[config.mk]
export PLATFORM = sky130hd
export DESIGN_NAME = pipe_stall_ctrl
export DESIGN_NICKNAME = d
export VERILOG_FILES = /design/src/rtl/pipe_ctrl_pkg.sv /design/src/rtl/load_use_detect.sv /design/src/rtl/pipe_stall_ctrl.sv
export SDC_FILE = /design/constraint.sdc
export NUM_CORES = 1
export LEC_CHECK = 0
export ABC_AREA = 0
export BUFFER_PORTS_ARGS = -buffer_cell sky130_fd_sc_hd__buf_2
export CELL_PAD_IN_SITES_DETAIL_PLACEMENT = 2
export CELL_PAD_IN_SITES_GLOBAL_PLACEMENT = 2
export CORE_MARGIN = 2
export CORE_UTILIZATION = 30
export CTS_BUF_LIST = sky130_fd_sc_hd__clkbuf_4
export DETAILED_ROUTE_END_ITERATION = 6
export PLACE_DENSITY_LB_ADDON = 0.2
export SLEW_MARGIN = 20
export SYNTH_ARGS = -nofsm -noshare
export SYNTH_HDL_FRONTEND = slang
export SYNTH_HIERARCHICAL = 1
export SYNTH_SLANG_ARGS = --single-unit
[constraint.sdc]
create_clock -name clk -period 2.8 [get_ports clk]
set_clock_uncertainty 0.05 [all_clocks]
set_input_delay 0.56 -clock clk [delete_from_list [all_inputs] [get_ports clk]]
set_output_delay 0.56 -clock clk [all_outputs]
set_load 0.01 [all_outputs]
[src/rtl/pipe_ctrl_pkg.sv]
// Shared definitions for the pipeline sequencing controller.
// Holds the controller state encoding, the register-zero constant, the
// default timeout/counter widths and the bundled pipeline control word
// together with the canonical control patterns.
package pipe_ctrl_pkg;

   typedef enum logic [0:0] {
      ST_RUN      = 1'b0,
      ST_MEM_WAIT = 1'b1
   } state_t;

   localparam logic [4:0] REG_ZERO    = 5'd0;
   localparam int         DEF_TIMEOUT = 255;
   localparam int         DEF_CNT_W   = 16;

   // Five register load enables followed by the three squash controls.
   typedef struct packed {
      logic pc_en;
      logic ifid_en;
      logic idex_en;
      logic exmem_en;
      logic memwb_en;
      logic ifid_flush;
      logic idex_flush;
      logic memwb_bubble;
   } pipe_ctrl_t;

   localparam pipe_ctrl_t CTRL_RUN      = 8'b11111_000;
   localparam pipe_ctrl_t CTRL_FREEZE   = 8'b00001_001;
   localparam pipe_ctrl_t CTRL_LOAD_USE = 8'b00111_010;
   localparam pipe_ctrl_t CTRL_BRANCH   = 8'b11111_110;
   localparam pipe_ctrl_t CTRL_RESET    = 8'b11111_111;

endpackage

[src/rtl/load_use_detect.sv]
// Load-use hazard compare.
// Flags when the load in EX writes a register (other than $zero) that the
// instruction in ID reads through rs or rt.
//   ex_memread, ex_rt : load in EX and its destination
//   id_rs, id_rt      : source fields of the instruction in ID
//   hazard            : dependent instruction must wait one cycle
module load_use_detect
   import pipe_ctrl_pkg::*;
(
   input  logic       ex_memread,
   input  logic [4:0] ex_rt,
   input  logic [4:0] id_rs,
   input  logic [4:0] id_rt,
   output logic       hazard
);

   assign hazard = ex_memread && (ex_rt != REG_ZERO) &&
                   ((ex_rt == id_rs) || (ex_rt == id_rt));

endmodule

[src/rtl/pipe_stall_ctrl.sv]
// Pipeline sequencing controller for the 5-stage pipeline.
// Produces the PC / pipeline register load enables and squash controls from
// load-use hazards, taken branches and a req/ack data-memory handshake, and
// keeps a saturating count of frozen or stalled cycles.
//   clk, rst                      : clock, synchronous active-high reset
//   id_rs, id_rt, ex_memread,
//   ex_rt, ex_branch_taken        : hazard/branch information from ID and EX
//   mem_access, dmem_ack          : MEM-stage access and memory completion
//   dmem_req                      : data-memory request
//   *_en, *_flush, memwb_bubble   : pipeline register controls
//   timeout_err                   : sticky memory-timeout flag
//   stall_count                   : saturating frozen/stalled cycle count
module pipe_stall_ctrl
   import pipe_ctrl_pkg::*;
#(
   parameter int TIMEOUT = DEF_TIMEOUT,
   parameter int CNT_W   = DEF_CNT_W
)(
   input  logic             clk,
   input  logic             rst,
   input  logic [4:0]       id_rs,
   input  logic [4:0]       id_rt,
   input  logic             ex_memread,
   input  logic [4:0]       ex_rt,
   input  logic             ex_branch_taken,
   input  logic             mem_access,
   input  logic             dmem_ack,
   output logic             dmem_req,
   output logic             pc_en,
   output logic             ifid_en,
   output logic             idex_en,
   output logic             exmem_en,
   output logic             memwb_en,
   output logic             ifid_flush,
   output logic             idex_flush,
   output logic             memwb_bubble,
   output logic             timeout_err,
   output logic [CNT_W-1:0] stall_count
);

   localparam int                WAIT_W    = $clog2(TIMEOUT + 1);
   localparam logic [WAIT_W-1:0] TIMEOUT_V = WAIT_W'(TIMEOUT);
   localparam logic [WAIT_W-1:0] WAIT_ONE  = WAIT_W'(1);
   localparam logic [WAIT_W-1:0] WAIT_ZERO = {WAIT_W{1'b0}};
   localparam logic [CNT_W-1:0]  CNT_MAX   = {CNT_W{1'b1}};
   localparam logic [CNT_W-1:0]  CNT_ONE   = CNT_W'(1);
   localparam logic [CNT_W-1:0]  CNT_ZERO  = {CNT_W{1'b0}};

   state_t             state_r;
   state_t             state_nxt_s;
   logic [WAIT_W-1:0]  wait_cnt_r;
   logic [WAIT_W-1:0]  wait_cnt_nxt_s;
   logic               timeout_err_r;
   logic [CNT_W-1:0]   stall_count_r;

   logic               hazard_s;
   pipe_ctrl_t         run_ctrl_s;
   logic               run_stall_s;
   pipe_ctrl_t         ctrl_s;
   logic               stall_s;
   logic               req_s;
   logic               timeout_hit_s;

   load_use_detect u_load_use_detect (
      .ex_memread (ex_memread),
      .ex_rt      (ex_rt),
      .id_rs      (id_rs),
      .id_rt      (id_rt),
      .hazard     (hazard_s)
   );

   // Control word when the pipeline is free to move: branch beats load-use,
   // since the flush discards the dependent instruction anyway.
   always_comb begin
      run_ctrl_s  = CTRL_RUN;
      run_stall_s = 1'b0;
      if (ex_branch_taken) begin
         run_ctrl_s  = CTRL_BRANCH;
         run_stall_s = 1'b0;
      end else if (hazard_s) begin
         run_ctrl_s  = CTRL_LOAD_USE;
         run_stall_s = 1'b1;
      end else begin
         run_ctrl_s  = CTRL_RUN;
         run_stall_s = 1'b0;
      end
   end

   // Handshake FSM: next state, wait counter and final control word.
   // The release cycle (ack or timeout) re-evaluates branch/hazard inputs.
   always_comb begin
      state_nxt_s    = state_r;
      wait_cnt_nxt_s = wait_cnt_r;
      ctrl_s         = run_ctrl_s;
      stall_s        = run_stall_s;
      req_s          = 1'b0;
      timeout_hit_s  = 1'b0;
      if (rst) begin
         state_nxt_s    = ST_RUN;
         wait_cnt_nxt_s = WAIT_ZERO;
         ctrl_s         = CTRL_RESET;
         stall_s        = 1'b0;
         req_s          = 1'b0;
      end else begin
         case (state_r)
            ST_RUN: begin
               if (mem_access && !dmem_ack) begin
                  req_s          = 1'b1;
                  ctrl_s         = CTRL_FREEZE;
                  stall_s        = 1'b1;
                  state_nxt_s    = ST_MEM_WAIT;
                  wait_cnt_nxt_s = WAIT_ONE;
               end else begin
                  // Zero-wait access or no access: pipeline advances.
                  req_s          = mem_access;
                  wait_cnt_nxt_s = WAIT_ZERO;
               end
            end
            ST_MEM_WAIT: begin
               if (dmem_ack) begin
                  req_s          = 1'b1;
                  state_nxt_s    = ST_RUN;
                  wait_cnt_nxt_s = WAIT_ZERO;
               end else if (wait_cnt_r >= TIMEOUT_V) begin
                  // Abandon the access and release as if it had completed.
                  req_s          = 1'b0;
                  timeout_hit_s  = 1'b1;
                  state_nxt_s    = ST_RUN;
                  wait_cnt_nxt_s = WAIT_ZERO;
               end else begin
                  req_s          = 1'b1;
                  ctrl_s         = CTRL_FREEZE;
                  stall_s        = 1'b1;
                  wait_cnt_nxt_s = wait_cnt_r + WAIT_ONE;
               end
            end
            default: begin
               state_nxt_s    = ST_RUN;
               wait_cnt_nxt_s = WAIT_ZERO;
               ctrl_s         = CTRL_FREEZE;
               stall_s        = 1'b0;
               req_s          = 1'b0;
            end
         endcase
      end
   end

   // State, wait counter, sticky timeout flag and saturating stall counter.
   always_ff @(posedge clk) begin
      if (rst) begin
         state_r       <= ST_RUN;
         wait_cnt_r    <= WAIT_ZERO;
         timeout_err_r <= 1'b0;
         stall_count_r <= CNT_ZERO;
      end else begin
         state_r       <= state_nxt_s;
         wait_cnt_r    <= wait_cnt_nxt_s;
         timeout_err_r <= timeout_err_r | timeout_hit_s;
         if (stall_s && (stall_count_r != CNT_MAX)) begin
            stall_count_r <= stall_count_r + CNT_ONE;
         end else begin
            stall_count_r <= stall_count_r;
         end
      end
   end

   assign dmem_req     = req_s;
   assign pc_en        = ctrl_s.pc_en;
   assign ifid_en      = ctrl_s.ifid_en;
   assign idex_en      = ctrl_s.idex_en;
   assign exmem_en     = ctrl_s.exmem_en;
   assign memwb_en     = ctrl_s.memwb_en;
   assign ifid_flush   = ctrl_s.ifid_flush;
   assign idex_flush   = ctrl_s.idex_flush;
   assign memwb_bubble = ctrl_s.memwb_bubble;
   // Visible on the cycle the timeout is detected, then held by the flop.
   assign timeout_err  = timeout_err_r | timeout_hit_s;
   assign stall_count  = stall_count_r;

endmodule

==> metrics.txt, run 1 <==
Clock Power Share=27.0%; via count=1,400; largest family of logic cells by synthesized area=simple AND/OR/NAND/NOR gates; reg2reg setup slack=0.70 ns; first-pass GRT wire length=7140 um; leakage=between 0.6 and 0.7 nW; Placed Area=0.00173 mm2; Hold-fix buffers, CTS=0; DP HPWL=3380 um; multiplexer share of the synthesized area=2.74%; Setup Buffers After CTS=0; largest net degree at the start of global routing=20; Power Dens Cells=360 mW/mm2; Tightest Pin Transition=approximately 0.51 ns; H-tree depth=1; core area=0.00472 mm2; area share of fa/ha/maj cells after synthesis=between 1.5 and 2%; mapped cell area=0.00146 mm2; commonest non-fill, non-tap cell in the layout=buf_2; worst vdd ir=0.163 mV; clk_lat worst skew=between 0.3 and 0.4 ns; fin worst setup slack=between 0.1 and 0.15 ns; worst-path cell chain=buf_2 -> or4_1 -> o21ai_1 -> a21oi_1 -> nor2b_1 -> o21ai_1 -> and2_1 -> buf_2; die span in y=73.8 um; Yosys top cell area share=between 30% and 40%; reg-to-reg endpoint=stall_count[6]; RSZ-0062 raised after global routing=false; routed len/inst=14.9 um; share of cells above drive strength 1=28.4%; post-synthesis register bit count=26; CTS Root Buffer Type=clkbuf_4; hold path cells=2; Cells after Synth=171; GP Congestion=~0.75; Post-Synth XOR/XNOR Area=around 11%; port bufs=45; final WL=between 4000 and 5000 um; sequential share of the synthesized area=between 30% and 40%; number of remaining DRC errors=0; Hold Startpoint=dmem_ack; post-cts repair resize count=0; clk sinks=26; switching share of power=27.0%; Setup Total Neg Slack=0 ns; r2r startpoint=stall_count[0]; design area=~0.0018 mm2; Crit path max-delay family=simple AND/OR/NAND/NOR gates; top cells by area, synth=dfxtp_1, xnor2_1, xor2_1; GRT Util Overall=16.5%; antenna violations before repair=0; Pre-antenna DRT Iters=4; Crit-path slowest cell=or4_1; nets=239; number of vias per cell=4.96; endpoint type of the worst setup path=primary output; number of distinct library cells after synthesis=40; Mean Syn Cell Area=approximately 8.6 um2; f_max=0.373 GHz; vias in the first global route=1,511; outcome=completed; internal power=0.463 mW; Max-cap violations=0; clock slew at reported path FFs=~0.14 ns; most frequent cells in the layout=buf_2, dfxtp_1, nor2_1, a21oi_1, nand2_1; area leader, netlist=dfxtp_1; Max Slew Vio Count=0; Worst Hold End=wait_cnt_r[0]; antenna cells=0; class of the worst hold path=in2reg; setup violators final=0; met3 usage in global routing=under 10%; Req. time, crit path=2.19 ns; Syn-to-layout area delta=20.4%; Slew headroom=65.5%; DRT iter0 DRCs=50; Net Switching=between 0.15 and 0.2 mW; Worst Path Max Fanout=3; R2R depth=6; Bufs on Longest Clock Path=2; kind of start point of the critical path=primary input; GRT overflow=0; Final Hold Fails=0; pre-CTS worst setup slack=-0.0303 ns; Comb power frac=13.5%; post-route clock period utilization=95.7%; chip width=73.8 um; Placed Cells=278; die area=0.00545 mm2; critical path's largest stage delay=0.53 ns; Core Rows=25; Initial Utilization=31.0%; Fin Hold WS=between 0.4 and 0.5 ns; fin cells=between 200 and 300; synth warn=6; Data arrival, critical path=2.07 ns; syn nets=about 190; GR Util met1=20.7%; met2 track demand over resource=slightly below 30%; Antenna Nets Post-Route=0; I/O pin cnt=between 40 and 50; compound-gate portion of the synthesized area=15.0%; Num CTS Buffers=3; CTS tree=built; CP Buf/Inv Count=2; min Tclk post-route=roughly 2.7 ns; critical path class=in2out; Seq pwr share=59.5%; Post-Synth Simple-Gate Area=28.1%; most used routing layer=met2
stage by stage:
stage | power (mW) | utilization (%)
finish | 0.635 | 37.3
global route | 0.672 | 37.3
CTS | 0.647 | 37.3
detailed placement | 0.473 | 36.7
global placement | 0.467 | 36.7
floorplan | 0.436 | -
worst reg2reg max path, delay by kind of cell, from the launching register on:
| kind | cells | cell delay [ns] |
|---|---|---|
| flops | 1 | 0.44 |
| mux | 1 | 0.18 |
| simple gates | 3 | 0.84 |
| fa+ha+maj | 1 | 0.28 |
| compound gates | 1 | 0.26 |
cell type report:
class	instances	area (um2)
Clock inverter	1	3.75
Sequential cell	26	520
Tap cell	67	83.8
Inverter	7	26.3
Clock buffer	3	22.5
Multi-Input combinational cell	130	856
Fill cell	566	2960
Timing Repair Buffer	48	248
flip-flops by register name, summed over array words and instances (netlist names):
signal         cells
timeout_err_r      1
wait_cnt_r         8
stall_count       16
state_r            1
cell families (layout without fill, tap and decap cells):
kind of cell               Yosys count  after routing
and+or+nand+nor                     73             73
AOI/OAI and AO/OA                   32             32
DFF                                 26             26
xor gates and xnor gates            18             18
buffers and inverters               15             59
muxes                                4              4
adders and majority gates            2              2
other                                1              1
worst max path at each step:
stage             start  depth (start not counted)  slack [ns]             end
3_5_place_dp   ex_rt[0]                         11       -0.03  stall_count[9]
5_1_grt        ex_rt[1]                          8       0.007           pc_en
6_report       ex_rt[1]                          8        0.12         ifid_en
4_1_cts        ex_rt[1]                          8        0.08         ifid_en
3_3_place_gp   ex_rt[0]                         11        0.04  stall_count[9]
2_1_floorplan  ex_rt[1]                          7        0.16           pc_en
per-layer routing:
metal,wire length [um],part of all wire [%]
met5,0,0
met3,118,2.8
met1,1960,47
met4,25,0.60
met2,2100,50
power by group through the flow:
stage               registers [mW]  clock network [mW]  logic [mW]
finish                       0.377               0.172      0.0857
global route                 0.378               0.197      0.0966
CTS                          0.377               0.181      0.0881
detailed placement           0.385                   0      0.0876
global placement             0.385                   0      0.0826
floorplan                    0.384                   0      0.0514
Yosys cell counts (all sizes together):
| cell type | number |
|---|---|
| conb | 1 |
| nor2b | 1 |
| nor3b | 2 |
| clkbuf | 2 |
| nor4 | 1 |
| o31ai | 5 |
| and3 | 4 |
| nand3b | 1 |
| ha | 2 |
| a2111oi | 2 |
| a21o | 2 |
| nand3 | 11 |
| o41ai | 2 |
| dfxtp | 26 |
| o21ai | 6 |
| a311oi | 1 |
| or4 | 6 |
| buf | 6 |
| mux2i | 4 |
| or3 | 5 |
| xnor2 | 10 |
| o311ai | 1 |
| nor2 | 14 |
| inv | 7 |
| nor3 | 5 |
| or2 | 3 |
| xor2 | 8 |
| a21oi | 13 |
| nand2 | 13 |
| and2 | 2 |
| nand4 | 5 |
Power figures use the tool's default switching activity.
==> run 2, diff against run 1 <==
--- a/config.mk
+++ b/config.mk
@@ -9,7 +9,6 @@
 export BUFFER_PORTS_ARGS = -buffer_cell sky130_fd_sc_hd__buf_2
 export CELL_PAD_IN_SITES_DETAIL_PLACEMENT = 2
 export CELL_PAD_IN_SITES_GLOBAL_PLACEMENT = 2
-export CORE_MARGIN = 2
 export CORE_UTILIZATION = 30
 export CTS_BUF_LIST = sky130_fd_sc_hd__clkbuf_4
 export DETAILED_ROUTE_END_ITERATION = 6
==> run 2 against run 1 <==
Net effect: routed wire length fell by 2.6%; design area increased by 0.85%; clock power increased by 56%; worst setup slack gained 0.024 ns; die area decreased by 5.3%; largest cell class unchanged; power grew 15%; non-clock buffer count stayed put; largest power group unchanged; sequential share of layout area is 0.25 points lower; first-iteration DRC count fell by 54%.
==> metrics.txt, run 2 (synthesis gave the netlist of run 1 again) <==
chip width=71.8 um (-2.7%); GP Congestion=0.699 (-7.2%); Seq pwr share=51.6% (-7.9 points); die span in y=71.8 um (-2.7%); Core Rows=25 (unchanged); Hold-fix buffers, CTS=0 (unchanged); commonest non-fill, non-tap cell in the layout=buf_2; r2r startpoint=state_r; Power Dens Cells=412 mW/mm2 (+14%); worst vdd ir=0.186 mV (+14%); internal power=0.556 mW (+20%); DRT iter0 DRCs=23 (-54%); Worst Path Max Fanout=3 (unchanged); GRT overflow=0 (unchanged); first-pass GRT wire length=6840 um (-4.2%); kind of start point of the critical path=primary input; die area=0.00516 mm2 (-5.3%); Crit. Startpoint=ex_rt[1]; fin worst setup slack=0.144 ns (+0.0242 ns); vias in the first global route=1,431 (-5.3%); share of cells above drive strength 1=29.8% (+1.4 points); largest net degree at the start of global routing=20 (unchanged); Antenna Nets Post-Route=0 (unchanged); class of the worst hold path=in2reg; Initial Utilization=31.2% (+0.21 points); most frequent cells in the layout=buf_2, dfxtp_1, nor2_1, a21oi_1, nand2_1; min Tclk post-route=2.66 ns (-0.0242 ns); Data arrival, critical path=2.05 ns (-0.02 ns); Max-cap violations=0 (unchanged); clk_lat worst skew=0.33 ns (about the same); switching share of power=23.9% (-3.1 points); Slew headroom=66.5% (+1.0 points); routed len/inst=15.2 um (+2.1%); Final Hold Fails=0 (unchanged); core area=0.00469 mm2 (-0.66%); nets=239 (unchanged); Num CTS Buffers=3 (unchanged); Net Switching=0.175 mW (+2.0%); antenna violations before repair=0 (unchanged); Tightest Pin Transition=0.498 ns (-0.0154 ns); clock slew at reported path FFs=0.15 ns (about the same); critical path class=in2out; endpoint type of the worst setup path=primary output; number of vias per cell=5.26 (+5.9%); clk sinks=26 (unchanged); Clock Power Share=36.7% (+9.7 points); Setup Buffers After CTS=0 (unchanged); post-cts repair resize count=0 (unchanged); total power=0.731 mW (+15%); via count=1,414 (+1.0%); Req. time, crit path=2.19 ns (about the same); GRT Util Overall=17.0% (+0.48 points); f_max=0.377 GHz (+0.91%); I/O pin cnt=47 (unchanged); leakage=0.708 nW (+2.3%); post-route clock period utilization=94.9% (-0.86 points); Comb power frac=11.8% (-1.7 points); RSZ-0062 raised after global routing=false; CTS tree=built; port bufs=45 (unchanged); Pre-antenna DRT Iters=4 (unchanged); Largest register FFs=16 (unchanged); number of remaining DRC errors=0 (unchanged); final WL=4090 um (-2.6%); setup violators final=0 (unchanged); H-tree depth=1 (unchanged); CTS Root Buffer Type=clkbuf_4; Hold Startpoint=dmem_ack; Syn-to-layout area delta=21.4%; DP HPWL=3210 um (-4.8%); Bufs on Longest Clock Path=2 (unchanged); Max Slew Vio Count=0 (unchanged); outcome=completed; pre-CTS worst setup slack=-0.0367 ns (-0.00650 ns); antenna cells=0 (unchanged)
## run 2: cell type report
class                           count  area (um2)
Clock buffer                        3        22.5
Clock inverter                      1        30.0
Fill cell                         576        2920
Inverter                            7        26.3
Multi-Input combinational cell    130         861
Sequential cell                    26         520
Tap cell                           54        67.6
Timing Repair Buffer               48         248
## run 2: power by group through the flow
stage / clock (mW) / sequential (mW) / combinational (mW)
after floorplan: 0 / 0.384 / 0.0514
after global placement: 0 / 0.385 / 0.0826
after detailed placement: 0 / 0.385 / 0.0861
after CTS: 0.274 / 0.377 / 0.0869
after global routing: 0.291 / 0.378 / 0.0953
final: 0.268 / 0.377 / 0.0861
## run 2: critical path, stage by stage
cell and delay [ns]:
buf_2 0.12, or4_1 0.53, o21ai_1 0.16, a21oi_1 0.07, nor2b_1 0.14, o21ai_1 0.17, and2_4 0.17, buf_2 0.12
## run 2: path summary, 6_finish.rpt
path	end	slack (ns)	cells past startpoint
setup / recovery	pc_en	0.14	8
setup reg to reg	stall_count[9]	0.71	5
hold reg to reg	stall_count[12]	0.47	2
hold / removal	wait_cnt_r[0]	0.40	2
## run 2: per-layer routing
metal	up-vias	wire, um	track usage, %
met3	4	126	2.11
met5	-	0	0
met1	687	1850	21.1
met4	0	51	5.88
li1	694	-	-
met2	29	2060	30.1
## run 2: per-stage QoR
stage | cells | util [%] | hold slack (ns) | area (um2) | setup TNS, ns
2_1_floorplan | 171 | - | 0.417 | 1460 | 0
3_3_place_gp | 265 | 36.6 | 0.431 | 1720 | 0
3_5_place_dp | 265 | 36.6 | 0.448 | 1720 | -0.0457
4_1_cts | 269 | 37.7 | 0.392 | 1770 | 0
5_1_grt | 269 | 37.8 | 0.385 | 1780 | 0
6_report | 269 | 37.8 | 0.402 | 1780 | 0
